<file path="config.mk">
export PLATFORM = sky130hd
export DESIGN_NAME = pc_check_queue
export DESIGN_NICKNAME = d
export VERILOG_FILES = /design/src/rtl/pc_check_queue.sv
export SDC_FILE = /design/constraint.sdc
export NUM_CORES = 1
export LEC_CHECK = 0
export ABC_AREA = 1
export BUFFER_PORTS_ARGS = -buffer_cell sky130_fd_sc_hd__buf_2
export CORE_UTILIZATION = 45
export DETAILED_ROUTE_END_ITERATION = 6
export SLEW_MARGIN = 5
export SYNTH_ARGS = -nofsm -noshare
export SYNTH_HDL_FRONTEND = slang
export SYNTH_SLANG_ARGS = --single-unit
</file>
<file path="constraint.sdc">
create_clock -name clk -period 17.6 [get_ports clk]
set_input_delay 3.52 -clock clk [delete_from_list [all_inputs] [get_ports clk]]
set_output_delay 3.52 -clock clk [all_outputs]
set_load 0.01 [all_outputs]
</file>
<file path="src/rtl/pc_check_queue.sv">
// pc_check_queue: compares DUT-attempted PCs against a FIFO of expected records from a reference model.
// Optional trace output is compiled in when PC_CHECK_TRACE_EN is defined.
module pc_check_queue #(
  parameter int XLEN = 64,
  parameter int ILEN = 32,
  parameter int DEPTH = 8,
  parameter logic [XLEN-1:0] START_PC = 'h1000,
  parameter int MAX_MISS = 4
) (
  input  logic            clk,
  input  logic            rst,
  input  logic            ref_valid,
  input  logic [XLEN-1:0] ref_pc,
  input  logic [ILEN-1:0] ref_inst,
  output logic            ref_ready,
  input  logic            try_valid,
  input  logic [XLEN-1:0] pc_try,
  output logic            try_ready,
  output logic [XLEN-1:0] pc_factual,
  output logic [ILEN-1:0] inst,
  output logic            ok,
  output logic            miss,
  output logic            fatal,
  output logic [15:0]     miss_cnt
);
  localparam int AW = $clog2(DEPTH);
  localparam int CW = $clog2(MAX_MISS + 1);
  typedef enum logic [1:0] {IDLE, RUN, FATAL} state_t;
  state_t state, state_n;
  logic [XLEN-1:0] pc_mem [DEPTH];
  logic [ILEN-1:0] inst_mem [DEPTH];
  logic [AW-1:0] wptr, rptr;
  logic [AW:0] count;
  logic [CW-1:0] consec, consec_inc;
  logic push, store, try_acc, hit, pop;
  assign ref_ready = state != FATAL && count < (AW+1)'(DEPTH);
  assign try_ready = state == RUN && count != '0;
  assign fatal = state == FATAL;
  assign push = ref_valid && ref_ready;
  assign store = push && (state != IDLE || ref_pc == START_PC);
  assign try_acc = try_valid && try_ready;
  assign hit = pc_try == pc_mem[rptr];
  assign pop = try_acc && hit;
  assign consec_inc = consec + 1'b1;
  // Next state: first push decides RUN vs FATAL; MAX_MISS consecutive misses are fatal.
  always_comb begin
    state_n = state;
    state_n = (state == IDLE && push) ? (ref_pc == START_PC ? RUN : FATAL)
            : (try_acc && !hit && consec_inc == CW'(MAX_MISS)) ? FATAL : state;
  end
  // Control state: FSM, FIFO pointers/count and consecutive-miss counter.
  always_ff @(posedge clk) begin
    if (rst) begin
      state <= IDLE;
      wptr <= '0;
      rptr <= '0;
      count <= '0;
      consec <= '0;
    end else begin
      state <= state_n;
      wptr <= wptr + AW'(store);
      rptr <= rptr + AW'(pop);
      count <= count + {AW'(0), store} - {AW'(0), pop};
      consec <= pop ? '0 : (try_acc ? consec_inc : consec);
    end
  end
  // Record storage; contents need no reset because the count gates every read.
  always_ff @(posedge clk) begin
    if (store) begin
      pc_mem[wptr] <= ref_pc;
      inst_mem[wptr] <= ref_inst;
    end
  end
  // Registered result of each accepted try; holds otherwise.
  always_ff @(posedge clk) begin
    if (rst) begin
      pc_factual <= '0;
      inst <= '0;
      ok <= 1'b0;
      miss <= 1'b0;
      miss_cnt <= '0;
    end else if (try_acc) begin
      pc_factual <= pc_mem[rptr];
      inst <= inst_mem[rptr];
      ok <= hit;
      miss <= !hit;
      miss_cnt <= (!hit && miss_cnt != 16'hFFFF) ? miss_cnt + 16'd1 : miss_cnt;
    end
  end
`ifdef PC_CHECK_TRACE_EN
  // Trace each result as it is registered.
  always_ff @(posedge clk) begin
    if (!rst && try_acc)
      if (hit) $display("%x ok %x %x", pc_try, pc_mem[rptr], inst_mem[rptr]);
      else $display("%x miss %x", pc_try, pc_mem[rptr]);
  end
`endif
endmodule

</file>
==> impl_results.md <==
- Status: finished, final reports clean
- WL/cell: 20.2 um
- Pwr dens: 103 nW/um^2
- Die area: 83,400 um^2
- Synthesized-area fraction occupied by adder cells: 0.00392
- Clock latency on the worst-skew pair: 0.66 ns
- Delay-heaviest family, CP: simple AND/OR/NAND/NOR gates
- Syn Nets: 3,618
- Crit Path Max Fanout: 40
- First-pass GRT wire length: 145,000 um
- Synth Area in XOR/XNOR: 0.00450
- Hold Path Origin: ok$_SDFFE_PP0P_
- P&R area growth vs syn: 13.9%
- Largest family of logic cells by synthesized area: simple AND/OR/NAND/NOR gates
- Post-Syn Area per Cell: 10.7 um^2
- Port Buffers: 280
- Clk root buf: clkbuf_16
- Crit path from: ref_pc[17]
- Global route overflow: 0
- Final period utilization: 0.433
- Synth cell types: 32
- Clock sink count: 897
- Total track usage: 0.231
- Yosys top cell area share: 0.623
- Num CTS Buffers: 94
- Placer Congestion: 0.792
- Finished Layout Cells: 4,810
- Final Hold Fails: 0
- # Post-CTS Setup Buffers: 0
- Mux share of post-synthesis cell area: 0
- Drt drc: 0
- H-tree depth: 3
- CP peak stage delay: 0.74 ns
- Post-synth ARST share: 0
- Total of cells resized after clock tree synthesis: 0
- Post-Synthesis Cells: 3,443
- Std cell rows: 104
- WP buf/inv: 3
- Starting Density: 0.457
- Final setup violating endpoints: 0
- CP Capture Type: flip-flop
- Tot Pwr: 4330 uW
- Pins Over Slew Limit: 0
- Synth top area cells: edfxtp_1 62%, nand2_1 7.6%, dfxtp_1 7.0%
- DP Cell Count: 4,624
- Post-Synth Simple-Gate Area: 0.174
- Cell Chain, Critical Path: buf_2, nor4_1, nand4_1, nor2_1, nand2_1, a31oi_1, nand2_1, nor2_4, buf_4, buf_4
- Vias per inst: 5.22
- Via count: 25,100
- Fin area: 42,100 um^2
- Iteration-0 DRC Markers: 2,078
- RSZ-0062 raised after global routing: false
- CTS tree: done
- Worst setup margin: 9.97 ns
- Slew of the pin with the lowest slew margin: 1.15 ns
- Seq/Total Area, Yosys: 0.693
- Yosys warning total: 0
- Post-synthesis cell area: 37,000 um^2
- Ports: 281
- Largest net degree at the start of global routing: 185
- Fmax: 131 MHz
- Most numerous cell in the Yosys netlist: edfxtp_1
- Place WS: 9.29 ns
- Post-route setup TNS: 0 ns
- Hold buffer count at CTS: 0
- Share of cells above drive strength 1: 0.124
- Yosys top cell by area: edfxtp_1
- Synth Area in Compound Gates: 0.0721
- Post-route clock skew: 0.0203 ns
- Clk buf depth: 3
- CP startpoint kind: primary input
- DP HPWL: 55,200 um
- Fin crit period: 7.63 ns
- P_leak: 0.0163 uW
- Post-synthesis register bit count: 897
- Routed Antenna Nets: 0
- Most frequent cells after synthesis: 768 x edfxtp_1, 749 x nand2_1, 471 x nor2_1
- Die width: 289 um
- Layout Nets: 3,835
- VDD IR max: 84.3 uV
- Drt pass-1 iters: 5
- Worst Path Required: 17.88 ns
- CP Class: primary input to flip-flop
- Slowest-stage cell, CP: nor2_4
- Vias in the first global route: 23,200
- Post-synth EDFFs: 768
- DP Area: 39,200 um^2
- Area of the core: 80,900 um^2
- WP data arrival: 7.90 ns
- Max-cap viol count: 0
- R2r startpoint: rptr[0]$_SDFF_PP0_
- Post-synth top flop: edfxtp_1
- Die outline height: 289 um
- Hold crit path type: flip-flop to flip-flop
- Antenna violations before repair: 30
- Drt total wl: 97,100 um
- Slew margin rel.: 0.236
- Clk pin slew, worst setup/hold paths: 0.06 ns
[final timing paths]
| kind | to | slack [ns] | cells past startpoint |
|---|---|---|---|
| hold reg to reg | ok$_SDFFE_PP0P_ | 0.47 | 2 |
| setup / recovery | pc_mem[5][15]$_DFFE_PP_ | 9.97 | 10 |
| setup reg to reg | count[2]$_SDFF_PP0_ | 11.85 | 25 |
| hold / removal | ok$_SDFFE_PP0P_ | 0.47 | 2 |
[stage by stage]
step                utilization  hold WS, ns
floorplan                     -        0.457
global placement          0.484        0.438
detailed placement        0.484        0.460
CTS                       0.520        0.469
global route              0.520        0.483
finish                    0.521        0.471
[layer usage]
metal,GRT usage,share of wire,wire [um],vias to the layer above
met3,0.0476,0.067,6500,174
met5,0,0.0021,206,-
met1,0.321,0.44,42500,12000
met2,0.372,0.47,45800,687
met4,0.0572,0.022,2120,32
li1,-,-,-,12200
[where the power goes]
| part | leakage [uW] | switching, uW | internal, uW |
|---|---|---|---|
| clock | 0.00144 | 811 | 1090 |
| sequential | 0.00795 | 2.77 | 2320 |
| combinational | 0.00694 | 79.5 | 32.9 |
| total | 0.0163 | 893 | 3440 |
[kinds of logic after synthesis]
family | Yosys count
flip-flops | 897
adder cells (fa/ha/maj) | 11
AO/OA/AOI/OAI | 500
XOR/XNOR | 19
AND/OR/NAND/NOR | 1549
buffers and inverters | 467
[flip-flops by register name, indices dropped and copies added (netlist names)]
register,count
miss,1
miss_cnt,16
state,2
rptr,3
count,4
consec,3
inst_mem,256
pc_mem,512
pc_factual,64
wptr,3
ok,1
inst,32
[cell type report]
cell class | count | area [um^2]
Clock inverter | 34 | 299
Tap cell | 1060 | 1330
Clock buffer | 143 | 2660
Inverter | 277 | 1060
Multi-Input combinational cell | 2079 | 9470
Fill cell | 7096 | 38800
Timing Repair Buffer | 311 | 1650
Sequential cell | 897 | 25700
Antenna cell | 9 | 22.5
[worst min-delay path: cells and delay by family, from the launching register on]
kind            cells  cell delay [ns]
flops               1             0.31
simple gates        1             0.06
compound gates      1             0.06
[placed cells by master, fill, tap and decap left out, types with 10 or more instances in the layout]
cell type	n
o22ai_1	32
edfxtp_1	768
nand3b_1	55
inv_1	270
clkinv_2	12
xor2_1	10
nor4_1	16
nand3_1	224
o21ai_1	41
nor2_1	463
o221ai_1	32
nand2_1	749
ha_1	10
clkinv_1	10
dfxtp_1	126
clkbuf_8	12
clkbuf_1	37
buf_2	280
a21oi_1	117
nand4_1	22
o21ai_0	276
clkbuf_16	94
buf_4	30
Power figures use the tool's default switching activity.
